## config.mk

```make
export PLATFORM = sky130hd
export DESIGN_NAME = gmi_enid_pipe_bridge
export DESIGN_NICKNAME = d
export VERILOG_FILES = /design/src/rtl/gmi_enid_pipe_bridge_pkg.sv /design/src/rtl/gmi_enid_pend_fifo.sv /design/src/rtl/gmi_enid_pipe_bridge.sv
export SDC_FILE = /design/constraint.sdc
export NUM_CORES = 1
export LEC_CHECK = 0
export ABC_AREA = 1
export BUFFER_PORTS_ARGS = -buffer_cell sky130_fd_sc_hd__buf_4
export CORE_ASPECT_RATIO = 1.4
export CORE_UTILIZATION = 44
export CTS_CLUSTER_SIZE = 8
export DETAILED_ROUTE_END_ITERATION = 8
export GPL_TIMING_DRIVEN = 0
export PLACE_DENSITY = 0.72
export SLEW_MARGIN = 20
export SYNTH_ARGS = -nofsm -noshare
export SYNTH_HDL_FRONTEND = slang
export SYNTH_SLANG_ARGS = --single-unit
```

## constraint.sdc

```tcl
create_clock -name clk -period 6 [get_ports clk]
set_clock_uncertainty 0.05 [all_clocks]
set_input_delay 0.9 -clock clk [delete_from_list [all_inputs] [get_ports clk]]
set_output_delay 0.9 -clock clk [all_outputs]
set_load 0.03 [all_outputs]
```

## src/rtl/gmi_enid_pipe_bridge_pkg.sv

```systemverilog
// Shared types and widths for the GMI -> enid pipelined bridge.
// The guarded defines stand in for gmi_defs.vh / enid_defs.vh when those are not already loaded.
`ifndef GMI_OK
`define GMI_OK 2'b00
`endif
`ifndef GMI_ERR
`define GMI_ERR 2'b01
`endif
`ifndef GMI_ADDR_W
`define GMI_ADDR_W 32
`endif
`ifndef ENID_ADDR_W
`define ENID_ADDR_W 32
`endif
`ifndef ENID_LEN_W
`define ENID_LEN_W 12
`endif
`ifndef ENID_MODULE_ID_W
`define ENID_MODULE_ID_W 4
`endif
`ifndef ENID_SUB_ID_W
`define ENID_SUB_ID_W 2
`endif

package gmi_enid_pipe_bridge_pkg;
  localparam int GMI_ADDR_W       = `GMI_ADDR_W;
  localparam int ENID_ADDR_W      = `ENID_ADDR_W;
  localparam int ENID_LEN_W       = `ENID_LEN_W;
  localparam int ENID_MODULE_ID_W = `ENID_MODULE_ID_W;
  localparam int ENID_SUB_ID_W    = `ENID_SUB_ID_W;

  localparam logic [1:0] ENID_TYPE_MEM = 2'd0;
  localparam logic [1:0] ENID_OP_RD    = 2'd0;
  localparam logic [1:0] ENID_OP_WR    = 2'd1;

  typedef enum logic [1:0] {REQ_IDLE, REQ_HDR, REQ_WDATA} req_st_e;
  typedef enum logic [1:0] {RSP_IDLE, RSP_RDATA, RSP_PRESENT} rsp_st_e;

  function automatic int clog2_min1(input int n);
    return (n > 1) ? $clog2(n) : 1;
  endfunction
endpackage

```

## src/rtl/gmi_enid_pend_fifo.sv

```systemverilog
// Small synchronous FIFO tracking the kind (read/write) of each accepted access.
module gmi_enid_pend_fifo
  import gmi_enid_pipe_bridge_pkg::*;
#(
  parameter int WIDTH = 1,
  parameter int DEPTH = 4
) (
  input  logic                   clk,
  input  logic                   rst_n,
  input  logic                   push,
  input  logic [WIDTH-1:0]       din,
  input  logic                   pop,
  output logic [WIDTH-1:0]       dout,
  output logic                   full,
  output logic                   empty,
  output logic [$clog2(DEPTH):0] count
);
  localparam int AW = clog2_min1(DEPTH);

  logic [DEPTH-1:0][WIDTH-1:0] mem_q, mem_d;
  logic [AW-1:0]               wr_ptr_q, wr_ptr_d, rd_ptr_q, rd_ptr_d;
  logic [$clog2(DEPTH):0]      cnt_q, cnt_d;
  logic                        do_push, do_pop;

  assign full    = cnt_q == ($clog2(DEPTH)+1)'(DEPTH);
  assign empty   = cnt_q == '0;
  assign count   = cnt_q;
  assign dout    = mem_q[rd_ptr_q];
  assign do_push = push && !full;
  assign do_pop  = pop && !empty;

  always_comb begin
    mem_d    = mem_q;
    wr_ptr_d = wr_ptr_q;
    rd_ptr_d = rd_ptr_q;
    if (do_push) begin
      mem_d[wr_ptr_q] = din;
      wr_ptr_d        = wr_ptr_q + 1'b1;
    end
    if (do_pop) rd_ptr_d = rd_ptr_q + 1'b1;
    cnt_d = cnt_q + ($clog2(DEPTH)+1)'(do_push) - ($clog2(DEPTH)+1)'(do_pop);
  end

  always_ff @(posedge clk or negedge rst_n) begin
    if (!rst_n) begin
      mem_q    <= '0;
      wr_ptr_q <= '0;
      rd_ptr_q <= '0;
      cnt_q    <= '0;
    end else begin
      mem_q    <= mem_d;
      wr_ptr_q <= wr_ptr_d;
      rd_ptr_q <= rd_ptr_d;
      cnt_q    <= cnt_d;
    end
  end
endmodule

```

## src/rtl/gmi_enid_pipe_bridge.sv

```systemverilog
// GMI slave -> enid master bridge: splits each GMI access into BEATS enid beats, in-order retire.
// Optional response watchdog with orphan draining: define GMI_ENID_TIMEOUT_EN.
module gmi_enid_pipe_bridge
  import gmi_enid_pipe_bridge_pkg::*;
#(
  parameter int                            ADDR_WIDTH     = `GMI_ADDR_W,
  parameter int                            DATA_WIDTH     = 64,
  parameter int                            EP_DATA_W      = 32,
  parameter logic [`ENID_MODULE_ID_W-1:0]  DEST_MOD       = 4'd1,
  parameter logic [`ENID_SUB_ID_W-1:0]     DEST_SUB       = 2'd0,
  parameter int                            OUTSTANDING    = 4,
  parameter int                            TIMEOUT_CYCLES = 1024
) (
  input  logic                          clk,
  input  logic                          rst_n,
  input  logic                          s_req_valid,
  output logic                          s_req_ready,
  input  logic                          s_req_write,
  input  logic [ADDR_WIDTH-1:0]         s_req_addr,
  input  logic [DATA_WIDTH-1:0]         s_req_wdata,
  output logic                          s_rsp_valid,
  input  logic                          s_rsp_ready,
  output logic [1:0]                    s_rsp_status,
  output logic [DATA_WIDTH-1:0]         s_rsp_rdata,
  output logic                          req_valid,
  input  logic                          req_ready,
  output logic [1:0]                    req_type,
  output logic [1:0]                    req_mem_op,
  output logic [`ENID_MODULE_ID_W-1:0]  req_dest_mod,
  output logic [`ENID_SUB_ID_W-1:0]     req_dest_sub,
  output logic [`ENID_ADDR_W-1:0]       req_addr,
  output logic [`ENID_LEN_W-1:0]        req_len,
  output logic                          req_wvalid,
  input  logic                          req_wready,
  output logic [EP_DATA_W-1:0]          req_wdata,
  output logic                          req_wlast,
  input  logic                          rsp_valid,
  output logic                          rsp_ready,
  input  logic [1:0]                    rsp_status,
  input  logic [`ENID_LEN_W-1:0]        rsp_len,
  input  logic                          rsp_rvalid,
  output logic                          rsp_rready,
  input  logic [EP_DATA_W-1:0]          rsp_rdata,
  input  logic                          rsp_rlast
);
  localparam int BEATS = DATA_WIDTH / EP_DATA_W;
  localparam int BW    = clog2_min1(BEATS);
  localparam int KW    = $clog2(BEATS + 1);
  localparam logic [`ENID_LEN_W-1:0] REQ_LEN = `ENID_LEN_W'(BEATS * EP_DATA_W / 8);

  // ---------------- request side ----------------
  req_st_e                        req_st_q, req_st_d;
  logic [ADDR_WIDTH-1:0]          addr_q, addr_d;
  logic [BEATS-1:0][EP_DATA_W-1:0] wdata_q, wdata_d;
  logic                           wr_q, wr_d;
  logic [BW-1:0]                  wbeat_q, wbeat_d;
  logic                           rdy_en_q, rdy_en_d;
  logic                           accept;

  logic                           pend_full, pend_empty, pend_head_wr, pend_pop;
  logic [$clog2(OUTSTANDING):0]   pend_count;
  logic                           unused_pend_count;

  // rdy_en_q keeps s_req_ready low while reset is asserted.
  assign s_req_ready  = rdy_en_q && (req_st_q == REQ_IDLE) && !pend_full;
  assign accept       = s_req_valid && s_req_ready;
  assign req_valid    = req_st_q == REQ_HDR;
  assign req_type     = ENID_TYPE_MEM;
  assign req_mem_op   = wr_q ? ENID_OP_WR : ENID_OP_RD;
  assign req_dest_mod = DEST_MOD;
  assign req_dest_sub = DEST_SUB;
  assign req_addr     = `ENID_ADDR_W'(addr_q);
  assign req_len      = REQ_LEN;
  assign req_wvalid   = req_st_q == REQ_WDATA;
  assign req_wdata    = wdata_q[wbeat_q];
  assign req_wlast    = req_wvalid && (wbeat_q == BW'(BEATS - 1));
  assign unused_pend_count = ^pend_count;

  always_comb begin
    req_st_d = req_st_q;
    addr_d   = addr_q;
    wdata_d  = wdata_q;
    wr_d     = wr_q;
    wbeat_d  = wbeat_q;
    rdy_en_d = 1'b1;
    case (req_st_q)
      REQ_IDLE: if (accept) begin
        addr_d   = s_req_addr;
        wdata_d  = s_req_wdata;
        wr_d     = s_req_write;
        wbeat_d  = '0;
        req_st_d = REQ_HDR;
      end
      REQ_HDR: if (req_ready) req_st_d = wr_q ? REQ_WDATA : REQ_IDLE;
      REQ_WDATA: if (req_wready) begin
        wbeat_d = wbeat_q + 1'b1;
        if (req_wlast) req_st_d = REQ_IDLE;
      end
      default: req_st_d = REQ_IDLE;
    endcase
  end

  gmi_enid_pend_fifo #(.WIDTH(1), .DEPTH(OUTSTANDING)) u_pend (
    .clk   (clk),
    .rst_n (rst_n),
    .push  (accept),
    .din   (s_req_write),
    .pop   (pend_pop),
    .dout  (pend_head_wr),
    .full  (pend_full),
    .empty (pend_empty),
    .count (pend_count)
  );

  // ---------------- response side ----------------
  rsp_st_e                         rsp_st_q, rsp_st_d;
  logic                            err_q, err_d;
  logic [BEATS-1:0][EP_DATA_W-1:0] rdata_q, rdata_d;
  logic [KW-1:0]                   rbeat_q, rbeat_d;
  logic                            drop_q, drop_d;
  logic                            hdr_hs, orph_any, orph_head_wr, tmo_hit;

  assign rsp_ready    = (rsp_st_q == RSP_IDLE) && (!pend_empty || orph_any);
  assign rsp_rready   = rsp_st_q == RSP_RDATA;
  assign hdr_hs       = rsp_valid && rsp_ready;
  assign s_rsp_valid  = rsp_st_q == RSP_PRESENT;
  assign s_rsp_status = err_q ? `GMI_ERR : `GMI_OK;
  assign s_rsp_rdata  = rdata_q;
  assign pend_pop     = s_rsp_valid && s_rsp_ready;

`ifdef GMI_ENID_TIMEOUT_EN
  localparam int TW  = $clog2(TIMEOUT_CYCLES + 1);
  localparam int OCW = $clog2(OUTSTANDING + 1);
  localparam int OAW = clog2_min1(OUTSTANDING);

  logic [TW-1:0]          tmo_cnt_q, tmo_cnt_d;
  logic [OCW-1:0]         orph_cnt_q, orph_cnt_d;
  logic [OUTSTANDING-1:0] orph_wr_q, orph_wr_d;

  assign orph_any     = orph_cnt_q != '0;
  assign orph_head_wr = orph_wr_q[0];

  // Orphans are retired-by-timeout accesses whose late responses must still be consumed.
  always_comb begin
    tmo_cnt_d  = tmo_cnt_q;
    tmo_hit    = 1'b0;
    orph_cnt_d = orph_cnt_q;
    orph_wr_d  = orph_wr_q;
    if (hdr_hs) begin
      tmo_cnt_d = '0;
    end else if (rsp_st_q == RSP_IDLE && !pend_empty) begin
      if (tmo_cnt_q == TW'(TIMEOUT_CYCLES - 1)) begin
        tmo_hit   = 1'b1;
        tmo_cnt_d = '0;
      end else begin
        tmo_cnt_d = tmo_cnt_q + 1'b1;
      end
    end
    if (hdr_hs && orph_any) begin
      orph_wr_d  = orph_wr_q >> 1;
      orph_cnt_d = orph_cnt_q - 1'b1;
    end else if (tmo_hit && orph_cnt_q != OCW'(OUTSTANDING)) begin
      orph_wr_d[orph_cnt_q[OAW-1:0]] = pend_head_wr;
      orph_cnt_d = orph_cnt_q + 1'b1;
    end
  end

  always_ff @(posedge clk or negedge rst_n) begin
    if (!rst_n) begin
      tmo_cnt_q  <= '0;
      orph_cnt_q <= '0;
      orph_wr_q  <= '0;
    end else begin
      tmo_cnt_q  <= tmo_cnt_d;
      orph_cnt_q <= orph_cnt_d;
      orph_wr_q  <= orph_wr_d;
    end
  end
`else
  assign orph_any     = 1'b0;
  assign orph_head_wr = 1'b0;
  assign tmo_hit      = 1'b0;
`endif

  always_comb begin
    rsp_st_d = rsp_st_q;
    err_d    = err_q;
    rdata_d  = rdata_q;
    rbeat_d  = rbeat_q;
    drop_d   = drop_q;
    case (rsp_st_q)
      RSP_IDLE: begin
        if (hdr_hs) begin
          rbeat_d = '0;
          if (orph_any) begin
            drop_d   = 1'b1;
            rsp_st_d = orph_head_wr ? RSP_IDLE : RSP_RDATA;
          end else begin
            drop_d   = 1'b0;
            err_d    = (rsp_status != 2'b00) || (rsp_len != REQ_LEN);
            rdata_d  = '0;
            rsp_st_d = pend_head_wr ? RSP_PRESENT : RSP_RDATA;
          end
        end else if (tmo_hit) begin
          err_d    = 1'b1;
          rdata_d  = '0;
          rsp_st_d = RSP_PRESENT;
        end
      end
      RSP_RDATA: if (rsp_rvalid) begin
        if (rbeat_q < KW'(BEATS)) begin
          if (!drop_q) rdata_d[rbeat_q[BW-1:0]] = rsp_rdata;
          rbeat_d = rbeat_q + 1'b1;
        end else if (!drop_q) begin
          err_d = 1'b1;
        end
        if (rsp_rlast) begin
          // Short burst: untouched slices were cleared at header time.
          if (!drop_q && rbeat_q < KW'(BEATS - 1)) err_d = 1'b1;
          rsp_st_d = drop_q ? RSP_IDLE : RSP_PRESENT;
        end
      end
      RSP_PRESENT: if (s_rsp_ready) rsp_st_d = RSP_IDLE;
      default: rsp_st_d = RSP_IDLE;
    endcase
  end

  always_ff @(posedge clk or negedge rst_n) begin
    if (!rst_n) begin
      req_st_q <= REQ_IDLE;
      addr_q   <= '0;
      wdata_q  <= '0;
      wr_q     <= 1'b0;
      wbeat_q  <= '0;
      rdy_en_q <= 1'b0;
      rsp_st_q <= RSP_IDLE;
      err_q    <= 1'b0;
      rdata_q  <= '0;
      rbeat_q  <= '0;
      drop_q   <= 1'b0;
    end else begin
      req_st_q <= req_st_d;
      addr_q   <= addr_d;
      wdata_q  <= wdata_d;
      wr_q     <= wr_d;
      wbeat_q  <= wbeat_d;
      rdy_en_q <= rdy_en_d;
      rsp_st_q <= rsp_st_d;
      err_q    <= err_d;
      rdata_q  <= rdata_d;
      rbeat_q  <= rbeat_d;
      drop_q   <= drop_d;
    end
  end
endmodule
```

==> out/metrics.csv <==
stage,metric,value,unit
timing,period_share,0.505,
cells_and_area,design_area,11300,sq um
die,dieArea,18800,sq um
grt,grt_usage,0.246,
cells_and_area,final_common_cell,nand2_1,
cells_and_area,finalNonFillerCells,1563,
clocking,cts_setup_buffers,0,
cells_and_area,final_cell_mix,"nand2_1, buf_4, dfrtp_1",
placed_design,dpl.hpwl,16600,um
synth,syn_inst,981,
die,die_h,162,um
placed_design,dp_cells,1531,
worst_setup_path,crit_chain,clkbuf_1 -> clkinv_1 -> clkbuf_1 -> nor3_1 -> buf_4,
timing,setup_viol,0,
placed_design,globalplace.congestion,0.804,
timing,tns,0,ns
run,cap_violations,0,
synth,synth_seq_area_share,0.564,
worst_hold_path,hp-class,flip-flop to flip-flop,
clocking,cts_made_buffers,17,
worst_setup_path,crit_family,buffers and inverters,
synth,synth_top_cell_area_share,0.564,
placed_design,portBuffers,288,
cells_and_area,syn_to_final_growth,40.3,%
timing,rsz0062_at_grt,no,
power_and_ir_drop,power.density,580,nW/um^2
die,initial_core_util,0.448,
timing,slew_headroom,0.536,
synth,synth_top_cell_by_area,dfrtp_1,
synth,ys_ff_latch,181,
worst_setup_path,slowest_stage,dfrtp_1,
timing,fmax,330,MHz
die,num_rows,58,
cells_and_area,drive_gt1_frac,0.299,
placed_design,place_area,10600,sq um
route,ant_nets,0,
cells_and_area,nets,1470,
worst_setup_path,crit_path_max_incr_delay,0.32,ns
worst_setup_path,crit_type,flip-flop to output port,
clocking,cts_resized,0,
timing,finalMaxSlewViolations,0,
route,routed_wl,22300,um
grt,first_global_vias,7301,
cells_and_area,num_antenna_cells,0,
route,drc_errors,0,
route,via_per_inst,4.72,
timing,final.min_clock_period,3.03,ns
die,core,17900,sq um
die,io_pins,311,
clocking,clkTransAtPathRegs,0.06,ns
timing,hold_viol,0,
worst_setup_path,crit_path_frequent_cell,clkbuf_1,
grt,grt_max_degree,92,
synth,synth_area,8030,sq um
synth,synth_area_per_cell,8.19,sq um
timing,whs,0.428,ns
timing,tightest_slew,0.696,ns
cells_and_area,nFillCells,1633,
worst_setup_path,critical_path_arrival,2.08,ns
route,num_vias,7370,
synth,synth.area.top_cells,"dfrtp_1, nand2_1, nand4_1",
worst_setup_path,cp.required,5.05,ns
route,dr.pass1.iters,4,
clocking,ctsLongestPathBuffers,2,
worst_setup_path,worstSetupStartpointType,flip-flop,
timing,setup_slack,2.97,ns
die,die_width,116,um
route,drt_iter0_markers,311,
worst_setup_path,crit_fanout,10,
power_and_ir_drop,ir_worst_vdd,0.340,mV
clocking,ctsHoldBuffers,0,
worst_setup_path,crit_buf_inv,4,
clocking,cts-root-buf,clkbuf_16,
grt,antenna_found_initial,0,
clocking,htree_num_levels,4,
worst_setup_path,critPathCaptureType,output port,
synth,synth.distinct_cells,26,
status,status,"finished, final reports clean",
route,wl_per_cell,14.3,um
clocking,clk-insertion-delay-late,0.42,ns
synth,ys.warnings.count,0,
clocking,cts_sinks,181,
grt,grt-ovfl-total,0,
power_and_ir_drop,power.leakage,6.50,nW
placed_design,pre_cts_ws,3.39,ns
clocking,cts_tree,yes,
grt,grt_pass1_wl,36000,um
## registers in the layout, summed over array words and instances, names as in the netlist
name	cells
wdata_q	64
s_rsp_rdata	64
rsp_st_q	2
u_pend.rd_ptr_q	2
req_st_q	2
err_q	1
wbeat_q	1
u_pend.wr_ptr_q	2
u_pend.count	3
rdy_en_q	1
req_addr	32
rbeat_q	2
u_pend.mem_q	4
wr_q	1
## metrics by stage
step           total power [W]   util
6_report               0.00653  0.629
2_1_floorplan          0.00408      -
5_1_grt                0.00696  0.629
3_5_place_dp           0.00531  0.592
3_3_place_gp           0.00526  0.590
4_1_cts                0.00659  0.629
## synthesized netlist by cell type
library cell,number
nand4_2,2
dfrtp_1,181
and3_1,1
nand2_1,560
inv_1,24
buf_4,31
buf_2,36
a21oi_2,1
nand3b_1,1
clkbuf_1,12
conb_1,2
nand3_1,10
o21ai_1,4
a21oi_1,7
nand4_1,65
ha_1,7
nor2_1,18
o21ai_0,5
clkinv_1,2
nor3b_2,1
nor2_2,3
xor2_1,3
fa_1,1
xnor2_1,1
inv_2,2
nor3_1,1
## path summary, 6_finish.rpt
path / depth (start not counted) / slack [ns] / start / to
max: 5 / 2.97 / wbeat_q / req_wlast
min: 2 / 0.43 / wdata_q[6] / wdata_q[6]
max reg2reg: 9 / 3.72 / u_pend.count[1] / u_pend.count[2]
min reg2reg: 2 / 0.43 / wdata_q[6] / wdata_q[6]
max in group asynchronous: 2 / 4.53 / rst_n / s_rsp_rdata[17]
min in group asynchronous: 1 / 0.44 / rst_n / wdata_q[56]
## worst register-to-register path, cell delays in order (launching register included)
cell and delay (ns):
dfrtp_1 0.41, nor2_1 0.19, nand2_1 0.10, nand3_1 0.13
inv_2 0.07, clkbuf_1 0.24, ha_1 0.30, fa_1 0.38
xnor2_1 0.19, xor2_1 0.16
## kinds of logic after synthesis
logic type / Yosys count / synth area share
simple gates: 662 / 0.336
flops: 181 / 0.564
buf+inv: 107 / 0.0701
compound gates: 17 / 0.0111
fa+ha+maj: 8 / 0.0134
xor+xnor: 4 / 0.00436
other cells: 2 / 0.000935
## power by group
group / total [W] / internal [W] / switching (W)
registers: 0.00204 / 0.00174 / 0.000303
logic: 0.00324 / 0.00110 / 0.00214
clock network: 0.00125 / 0.000757 / 0.000490
## layout make-up
type | instances | area, sq um | area share
Inverter | 28 | 105 | 0.00933
Clock buffer | 19 | 443 | 0.0393
Tap cell | 240 | 300 | 0.0266
Clock inverter | 13 | 216 | 0.0192
Multi-Input combinational cell | 714 | 3020 | 0.268
Sequential cell | 181 | 4530 | 0.402
Buffer | 79 | 458 | 0.0406
Timing Repair Buffer | 289 | 2200 | 0.195
## per-layer routing
layer | vias to the layer above | routed length (um) | GRT usage
met5 | - | 0 | 0
met4 | 0 | 401 | 0.0723
met3 | 28 | 1720 | 0.0731
met2 | 251 | 11500 | 0.436
met1 | 3410 | 8680 | 0.283
li1 | 3681 | - | -
No activity file was read; power rests on OpenSTA's default activity.
